### config.mk
export PLATFORM = sky130hd
export DESIGN_NAME = hazard_ctrl
export DESIGN_NICKNAME = d
export VERILOG_FILES = /design/src/rtl/hazard_ctrl.sv
export SDC_FILE = /design/constraint.sdc
export NUM_CORES = 1
export LEC_CHECK = 0
export ABC_AREA = 1
export CAP_MARGIN = 20
export CORE_MARGIN = 5
export CORE_UTILIZATION = 50
export CTS_BUF_LIST = sky130_fd_sc_hd__clkbuf_4
export CTS_CLUSTER_DIAMETER = 30
export DETAILED_ROUTE_END_ITERATION = 12
export PLACE_DENSITY = 0.78
export RECOVER_POWER = 50
export SYNTH_ARGS = -nofsm -noshare
export SYNTH_HDL_FRONTEND = slang
export SYNTH_SLANG_ARGS = --single-unit
### constraint.sdc
create_clock -name clk -period 4.8 [get_ports clk]
set_input_delay 0.96 -clock clk [delete_from_list [all_inputs] [get_ports clk]]
set_output_delay 0.96 -clock clk [all_outputs]
set_load 0.02 [all_outputs]
### src/rtl/hazard_ctrl.sv
// Hazard controller for the 5-stage RV32I pipeline.
// It keeps a small shadow of the EX, MEM and WB instructions' register tags.
// From that shadow and the instruction in ID it produces:
//   - the stall, flush, bubble and hold controls;
//   - the EX-stage operand forwarding selects;
//   - saturating stall and flush event counters.
//
// Mode table (selected combinationally every cycle, highest priority first)
//   state    | meaning
//   MEM_WAIT | data memory busy: freeze the whole pipe, ignore redirects
//   REDIRECT | taken branch/jump in EX: flush IF/ID, bubble into ID/EX
//   LU_STALL | ID reads the register a load in EX is producing: hold one cycle
//   RUN      | normal flow, no control asserted
module hazard_ctrl #(
   parameter int CNT_W     = 16,
   parameter int XLEN_REGS = 32
) (
   input  logic                         clk,
   input  logic                         rst,
   input  logic                         id_valid,
   input  logic [6:0]                   id_opcode,
   input  logic [$clog2(XLEN_REGS)-1:0] id_rd,
   input  logic [$clog2(XLEN_REGS)-1:0] id_rs1,
   input  logic [$clog2(XLEN_REGS)-1:0] id_rs2,
   input  logic                         ex_redirect,
   input  logic                         mem_busy,
   output logic                         pc_stall,
   output logic                         ifid_stall,
   output logic                         ifid_flush,
   output logic                         idex_bubble,
   output logic                         pipe_hold,
   output logic [1:0]                   fwd_a,
   output logic [1:0]                   fwd_b,
   output logic [CNT_W-1:0]             stall_cnt,
   output logic [CNT_W-1:0]             flush_cnt
);

   localparam int TAG_W = $clog2(XLEN_REGS);

   localparam logic [6:0] OP_REG    = 7'b0110011;
   localparam logic [6:0] OP_IMM    = 7'b0010011;
   localparam logic [6:0] OP_LOAD   = 7'b0000011;
   localparam logic [6:0] OP_LUI    = 7'b0110111;
   localparam logic [6:0] OP_AUIPC  = 7'b0010111;
   localparam logic [6:0] OP_JAL    = 7'b1101111;
   localparam logic [6:0] OP_JALR   = 7'b1100111;
   localparam logic [6:0] OP_STORE  = 7'b0100011;
   localparam logic [6:0] OP_BRANCH = 7'b1100011;

   localparam logic [1:0] FWD_RF  = 2'b00;
   localparam logic [1:0] FWD_MEM = 2'b01;
   localparam logic [1:0] FWD_WB  = 2'b10;

   typedef enum logic [1:0] {
      RUN      = 2'd0,
      LU_STALL = 2'd1,
      REDIRECT = 2'd2,
      MEM_WAIT = 2'd3
   } mode_t;

   mode_t mode;

   // decoded ID fields
   logic             writes_rd;
   logic             is_load;
   logic             uses_rs1;
   logic             uses_rs2;
   logic [TAG_W-1:0] id_src1;
   logic [TAG_W-1:0] id_src2;

   // shadow of the instructions downstream of ID
   logic             ex_v;
   logic [TAG_W-1:0] ex_rd;
   logic             ex_wr;
   logic             ex_ld;
   logic [TAG_W-1:0] ex_rs1;
   logic [TAG_W-1:0] ex_rs2;
   logic             mem_v;
   logic [TAG_W-1:0] mem_rd;
   logic             mem_wr;
   logic             wb_v;
   logic [TAG_W-1:0] wb_rd;
   logic             wb_wr;

   // controls stay quiet after reset until the first real instruction shows up
   logic             armed;
   logic             active;
   logic             load_use;

   // classify the ID instruction by opcode; unused source fields are masked to x0
   always_comb begin
      writes_rd = 1'b0;
      is_load   = 1'b0;
      uses_rs1  = 1'b1;
      uses_rs2  = 1'b0;
      if (id_opcode inside {OP_REG, OP_IMM, OP_LOAD, OP_LUI, OP_AUIPC, OP_JAL, OP_JALR})
         writes_rd = (id_rd != '0);
      if (id_opcode == OP_LOAD)
         is_load = 1'b1;
      if (id_opcode inside {OP_LUI, OP_AUIPC, OP_JAL})
         uses_rs1 = 1'b0;
      if (id_opcode inside {OP_REG, OP_STORE, OP_BRANCH})
         uses_rs2 = 1'b1;
      id_src1 = uses_rs1 ? id_rs1 : '0;
      id_src2 = uses_rs2 ? id_rs2 : '0;
   end

   // load in EX whose result the ID instruction needs right away
   always_comb begin
      load_use = 1'b0;
      if (id_valid && ex_v && ex_ld && ex_wr) begin
         if (id_src1 != '0 && id_src1 == ex_rd)
            load_use = 1'b1;
         if (id_src2 != '0 && id_src2 == ex_rd)
            load_use = 1'b1;
      end
   end

   // pick the pipeline mode; memory stall outranks redirect, which outranks load-use
   always_comb begin
      active = !rst && (armed || id_valid);
      mode   = RUN;
      if (active) begin
         if (mem_busy)
            mode = MEM_WAIT;
         else if (ex_redirect)
            mode = REDIRECT;
         else if (load_use)
            mode = LU_STALL;
      end
   end

   // control outputs are a pure function of the mode (zero-latency)
   always_comb begin
      pc_stall    = (mode == MEM_WAIT) || (mode == LU_STALL);
      ifid_stall  = (mode == MEM_WAIT) || (mode == LU_STALL);
      ifid_flush  = (mode == REDIRECT);
      idex_bubble = (mode == REDIRECT) || (mode == LU_STALL);
      pipe_hold   = (mode == MEM_WAIT);
   end

   // EX operand sources: the youngest older writer (MEM) wins over WB
   always_comb begin
      fwd_a = FWD_RF;
      fwd_b = FWD_RF;
      if (ex_v) begin
         if (ex_rs1 != '0) begin
            if (mem_v && mem_wr && mem_rd == ex_rs1)
               fwd_a = FWD_MEM;
            else if (wb_v && wb_wr && wb_rd == ex_rs1)
               fwd_a = FWD_WB;
         end
         if (ex_rs2 != '0) begin
            if (mem_v && mem_wr && mem_rd == ex_rs2)
               fwd_b = FWD_MEM;
            else if (wb_v && wb_wr && wb_rd == ex_rs2)
               fwd_b = FWD_WB;
         end
      end
   end

   // advance the tag shadow; a memory wait freezes it, a bubble empties EX
   always_ff @(posedge clk or posedge rst) begin
      if (rst) begin
         ex_v   <= 1'b0;
         ex_rd  <= '0;
         ex_wr  <= 1'b0;
         ex_ld  <= 1'b0;
         ex_rs1 <= '0;
         ex_rs2 <= '0;
         mem_v  <= 1'b0;
         mem_rd <= '0;
         mem_wr <= 1'b0;
         wb_v   <= 1'b0;
         wb_rd  <= '0;
         wb_wr  <= 1'b0;
      end else if (mode != MEM_WAIT) begin
         mem_v  <= ex_v;
         mem_rd <= ex_rd;
         mem_wr <= ex_wr;
         wb_v   <= mem_v;
         wb_rd  <= mem_rd;
         wb_wr  <= mem_wr;
         if (mode == RUN) begin
            ex_v   <= id_valid;
            ex_rd  <= id_rd;
            ex_wr  <= writes_rd;
            ex_ld  <= is_load;
            ex_rs1 <= id_src1;
            ex_rs2 <= id_src2;
         end else begin
            ex_v   <= 1'b0;
            ex_rd  <= '0;
            ex_wr  <= 1'b0;
            ex_ld  <= 1'b0;
            ex_rs1 <= '0;
            ex_rs2 <= '0;
         end
      end
   end

   // remember that a real instruction has been seen since reset
   always_ff @(posedge clk or posedge rst) begin
      if (rst)
         armed <= 1'b0;
      else if (id_valid)
         armed <= 1'b1;
   end

   // saturating event counters; they stop at all-ones rather than wrapping
   always_ff @(posedge clk or posedge rst) begin
      if (rst) begin
         stall_cnt <= '0;
         flush_cnt <= '0;
      end else begin
         if (pc_stall && stall_cnt != '1)
            stall_cnt <= stall_cnt + 1'b1;
         if (ifid_flush && flush_cnt != '1)
            flush_cnt <= flush_cnt + 1'b1;
      end
   end

endmodule

After elaboration in Yosys (flattened, before gate mapping)
Index checks and enable logic that the tools add are counted.
{"block": "word_totals", "regBits": 65, "elab_cells": 91, "output_inout_bits": 41, "input_bits": 27}
{"block": "op_classes", "reduce_logical": 27, "add_sub_neg": 2, "eq_ne": 21, "mux": 26}
{"op": "adder 16 x 1 -> 16 bit (second input constant)", "n": 2}
{"op": "!= test 16 bit (second input constant)", "n": 2}
{"op": "== test 5 bit", "n": 6}
{"op": "2-to-1 mux 5 bit", "n": 5}
{"op": "nonzero test 5 bit", "n": 5}
{"op": "2-to-1 mux 2 bit", "n": 11}
{"op": "== test 7 x 6 -> 1 bit (second input constant)", "n": 3}
{"op": "== test 7 bit (second input constant)", "n": 3}
{"op": "== test 7 x 5 -> 1 bit (second input constant)", "n": 2}
{"op": "logical AND 1 bit", "n": 14}
{"op": "2-to-1 mux 1 bit", "n": 10}
{"op": "== test 7 x 2 -> 1 bit (second input constant)", "n": 1}
{"op": "nonzero test 7 bit", "n": 1}
{"op": "nonzero test 3 bit", "n": 2}
{"op": "== test 2 bit (second input constant)", "n": 2}
{"op": "logical OR 1 bit", "n": 3}
{"op": "== test 2 x 1 -> 1 bit (second input constant)", "n": 1}
{"op": "zero test 2 bit", "n": 1}
{"op": "!= test 2 bit (second input constant)", "n": 1}
{"op": "zero test 1 bit", "n": 1}

Logic depth before layout (Yosys ltp)
{"block": "depth", "word_depth": 15, "depth_mapped": 22, "ltp_nobuf": 21}

Least setup slack after synthesis
Ideal clock, no wire load.
{"block": "synth_timing", "kind": "input port to output port", "start": "input rst", "end": "output pipe_hold", "required_time_ns": 3.840, "slack_ns": 0.162, "cell_stages": 7, "arrival_time_ns": 3.678, "path_buffers": 1, "path_cell_list": "inv_1 -> nand2_1 -> clkinv_1 -> clkbuf_1 -> nand2_1 -> inv_1 -> ha_1"}
{"block": "synth_via", "elab_chain_cells": 4}
{"element": "from (decl)", "line_no": "19", "rtl": "input logic rst,"}
{"element": "zero test 1 bit (no line)"}
{"element": "logical AND 1 bit", "line_no": "121", "rtl": "active = !rst && (armed || id_valid);"}
{"element": "2-to-1 mux 2 bit", "line_no": "123", "rtl": "if (active) begin"}
{"element": "== test 2 bit", "line_no": "139", "rtl": "pipe_hold = (mode == MEM_WAIT);"}
{"element": "to (decl)", "line_no": "31", "rtl": "output logic pipe_hold,"}
No other way between the ends.

Final worst setup path
{"block": "layout_timing", "start": "input id_opcode[4]", "end": "output idex_bubble"}
{"block": "layout_via", "elab_chain_cells": 14, "word_cells_on_any_way": 27, "cone_classes": "10 x eq/ne; 10 x mux; 7 x reduce/logical"}
{"element": "from (decl)", "line_no": "21", "rtl": "input logic [6:0] id_opcode,"}
{"element": "== test 7 x 6 -> 1 bit, or another cell as far along", "line_no": "100", "rtl": "if (id_opcode inside {OP_LUI, OP_AUIPC, OP_JAL})"}
{"element": "nonzero test 3 bit, on equally long branches", "line_no": "100, 102"}
{"element": "2-to-1 mux 5 bit or 2-to-1 mux 1 bit (tied branches)", "line_no": "104, 102"}
{"element": "== test 5 bit, or another cell as far along", "line_no": "112", "rtl": "if (id_src1 != '0 && id_src1 == ex_rd)"}
{"element": "logical AND 1 bit, or another cell as far along", "line_no": "112"}
{"element": "2-to-1 mux 1 bit or logical AND 1 bit (tied branches)", "line_no": "112, 114"}
{"element": "2-to-1 mux 1 bit (*)", "line_no": "114", "rtl": "if (id_src2 != '0 && id_src2 == ex_rd)"}
{"element": "2-to-1 mux 1 bit (*)", "line_no": "111", "rtl": "if (id_valid && ex_v && ex_ld && ex_wr) begin"}
{"element": "2-to-1 mux 1 bit (*)", "line_no": "128", "rtl": "else if (load_use)"}
{"element": "2-to-1 mux 2 bit (*)", "line_no": "126", "rtl": "else if (ex_redirect)"}
{"element": "2-to-1 mux 2 bit (*)", "line_no": "124", "rtl": "if (mem_busy)"}
{"element": "2-to-1 mux 2 bit (*)", "line_no": "123"}
{"element": "== test 2 bit or == test 2 x 1 -> 1 bit (tied branches)", "line_no": "138", "rtl": "idex_bubble = (mode == REDIRECT) || (mode == LU_STALL);"}
{"element": "logical OR 1 bit (*)", "line_no": "138"}
{"element": "to (decl)", "line_no": "30", "rtl": "output logic idex_bubble,"}
Mark *: on every way between the ends. The rest lies on a longest branch, timed or not.

==> results.md <==
- Yosys reg bits: 65
- Finished Layout Cells: 646
- 1st-iter DRT viols: 205
- Post-synthesis xor/xnor area fraction: 8.76%
- Mapped Cells: between 400 and 500
- Worst Skew: 0.0166 ns
- Largest net degree at the start of global routing: 66
- Final Cycle Share: a little over nine tenths
- Final RePlAce weighted congestion: 0.919
- Vias in the first global route: around 3300
- Critical path fanouts, max: 13
- Fill cell count: 642
- Remaining global-route overflow: 0
- RSZ-0062 raised after global routing: false
- Clock transition at path regs: 0.11 ns
- Remaining antenna violation count: 0
- Setup_tns: 0 ns
- # resized after CTS: 0
- CTS tree: yes
- Synthesized cell area: 3800 sq um
- Clock Path Buffers: 2
- CTS Root Cell: clkbuf_4
- I/O Pins: 68
- # clock sinks: 65
- Placed inst area: 4550 sq um
- Worst setup EP type: output port
- Placed Cells: 630
- Worst R2R Path Depth: 16
- Yosys warns: 0
- Slew Limit Fails: 66
- Uppermost routed layer: met4
- Drt first pass iters: 5
- Largest family of logic cells by synthesized area: simple AND/OR/NAND/NOR gates
- Clk_lat worst skew: about 0.42 ns
- Power Density: 292 nW/um^2
- Leak: 0.00222 uW
- Register area share after synthesis: 42.8%
- Total GRT Usage: a little over 20%
- Worst path required time: 3.84 ns
- Die area: 9450 sq um
- Fin crit period: approximately 4.5 ns
- Max stage delay on crit path: 0.60 ns
- Port Buf Inserts: 67
- Area Growth Syn to Fin: 22.6%
- Ys async rst share: 100%
- Hold endpoint: armed$_DFFE_PP0P_
- Most frequent cell after synthesis: nand2_1
- Top cells by count, synth: nand2_1, dfrtp_1, inv_1
- Endpoints failing setup: 0
- Rows: 31
- First-pass GRT wire length: 16000 microns
- Failing checks: capacitance limit, slew limit
- Cell variety after synth: 38
- Largest cells by area after synthesis: dfrtp_1, nand2_1, xor2_1, inv_1, nand4_1
- Vias per cell: 5.34
- HP Class: register to register
- Peak supply drop: 0.151 mV
- CP Launch Type: input port
- Hold path startpoint: armed$_DFFE_PP0P_
- Syn Area/Cell: approximately 8.1 sq um
- Status: finished with violations
- DR WL met3: 422 microns
- Top FF cell, synth: dfrtp_1
- Share of cells above drive strength 1: 8.59%
- Critical Path AT: 3.58 ns
- H-tree depth: 3
- DRC: 0
- Core ar.: 7330 sq um
- Final Instance Area: 4660 sq um
- Synth top area share: a little over two fifths
- Initial Util: 51.9%
- Worst r2r dst: ex_ld$_DFFE_PP0P_
- Total of max-cap violations: 1
- Crit path top cell by count: nand2_1
- Ant. Diodes: 0
- Fin Hold WS: 0.469 ns
- Die X: ~97 microns
- CP Class: input port to output port
- Hold bufs inserted after CTS: 0
- Dpl hpwl: 7020 microns
- Vias post-DR: approximately 3400
- Critical-path cell list: clkdlybuf4s50_1, inv_1, nor2_2, nand3_2, nand3_1, nand2_1, clkinv_1, nand2_1, nand2_1, nand3_1, nand2_1, nand2_2, nand2_4, nand2_1, ha_1, clkdlybuf4s50_1
- Post-Synth Simple-Gate Area: 30.3%
- Fin util: 63.6%
- Post-synth EDFFs: 0
- Final Hold Violating Endpoints: 0
- Worst Hold Depth: 1
- Final net count: ~580
- Tightest Pin Transition: 1.60 ns
- Post CTS Setup Buffer Count: 0
- Routed wire per std cell: 14.6 microns
- Synth Area in Compound Gates: 8.03%
- Proportion of synthesized area in mux cells: 0%
- Chip height: between 90 and 100 microns
- Slowest cell on crit path: clkdlybuf4s50_1
- Worst slew margin: -6.87%
- Net count of the mapped netlist: 505
- Met1 WL: 4410 microns
- Max Freq: 220 MHz
- Worst r2r src: ex_rd[4]$_DFFE_PP0P_
- Initial antenna violation count: 0
- FF-to-FF setup slack: 2.19 ns
- TritonCTS buffer count: 9
- Yosys top cell by area: dfrtp_1
- Met2 WL post-DR: about 4400 microns
- Synth Area in Adders: ~2%
- DRT Wirelength: about 9400 microns
per-stage QoR:
stage | power, uW | worst slack (ns)
global placement | 1050 | 0.335
CTS | 1380 | 0.264
finish | 1360 | 0.259
floorplan | 890 | 0.162
global route | 1430 | 0.0653
detailed placement | 1060 | 0.271
power breakdown:
part	internal [uW]	leakage [uW]	switching (uW)	total, uW
clock network	105	0.0000597	215	320
logic	158	0.00131	200	357
registers	605	0.000852	76.9	682
critical path, delay by kind of cell:
family        cells  cell delay [ns]
buf+inv           4             1.25
simple gates     11             1.07
fa+ha+maj         1             0.30
kinds of logic (layout without fill, tap and decap cells):
family	Yosys count	in the layout
buffers and inverters	71	146
flip-flops	65	65
AND/OR/NAND/NOR	242	242
XOR/XNOR	38	38
adder cells (fa/ha/maj)	6	6
AO/OA/AOI/OAI	50	50
cell type report:
type                       count  area, sq um  share of cell area (%)
timing repair buffer          74          721                    15.5
sequential                    65         1630                    34.9
multi-input combinational    336         1870                    40.0
tap                           99          124                    2.66
clock inverter                 7         46.3                   0.993
inverter                      56          210                    4.51
clock buffer                   9         67.6                    1.45
how the worst max path moves through the flow:
stage	start	to	slack [ns]	cells past startpoint
after global routing	id_opcode[4]	idex_bubble	0.07	16
after global placement	id_opcode[4]	idex_bubble	0.33	16
after detailed placement	id_opcode[4]	idex_bubble	0.27	16
after floorplan	rst	pipe_hold	0.16	7
after CTS	id_opcode[4]	idex_bubble	0.26	16
final	id_opcode[4]	idex_bubble	0.26	16
per-layer routing:
metal | global-route usage (%) | vias up
met4 | 9.72 | 0
met2 | 31.1 | 115
li1 | - | 1709
met3 | 3.23 | 19
met5 | 0 | -
met1 | 28.4 | 1605
flip-flops by register name (all words and copies together) (netlist names):
signal     cells
ex_rd          5
mem_v          1
wb_rd          5
ex_ld          1
mem_wr         1
ex_rs2         5
armed          1
ex_wr          1
ex_v           1
ex_rs1         5
mem_rd         5
wb_v           1
flush_cnt     16
stall_cnt     16
wb_wr          1
cell usage in the layout, fill, tap and decap left out, types with 2 or more instances in the layout:
| cell type | instances |
|---|---|
| nor2_2 | 3 |
| buf_4 | 6 |
| clkinv_1 | 3 |
| clkdlybuf4s50_1 | 46 |
| nor4_1 | 6 |
| clkinvlp_4 | 2 |
| nand3_1 | 24 |
| nor3_1 | 8 |
| dfrtp_1 | 65 |
| a21oi_1 | 5 |
| ha_1 | 6 |
| xnor2_1 | 9 |
| nand2_1 | 116 |
| nor2_1 | 31 |
| xor2_1 | 29 |
| inv_1 | 53 |
| nand4_1 | 30 |
| nand2_2 | 12 |
| clkbuf_4 | 9 |
| nor3b_1 | 3 |
| o22ai_1 | 18 |
| dlygate4sd3_1 | 21 |
| o211ai_1 | 4 |
| nand3_2 | 2 |
| clkinv_2 | 2 |
| o21ai_0 | 17 |
Note: power is estimated with default switching activity, not from simulation.
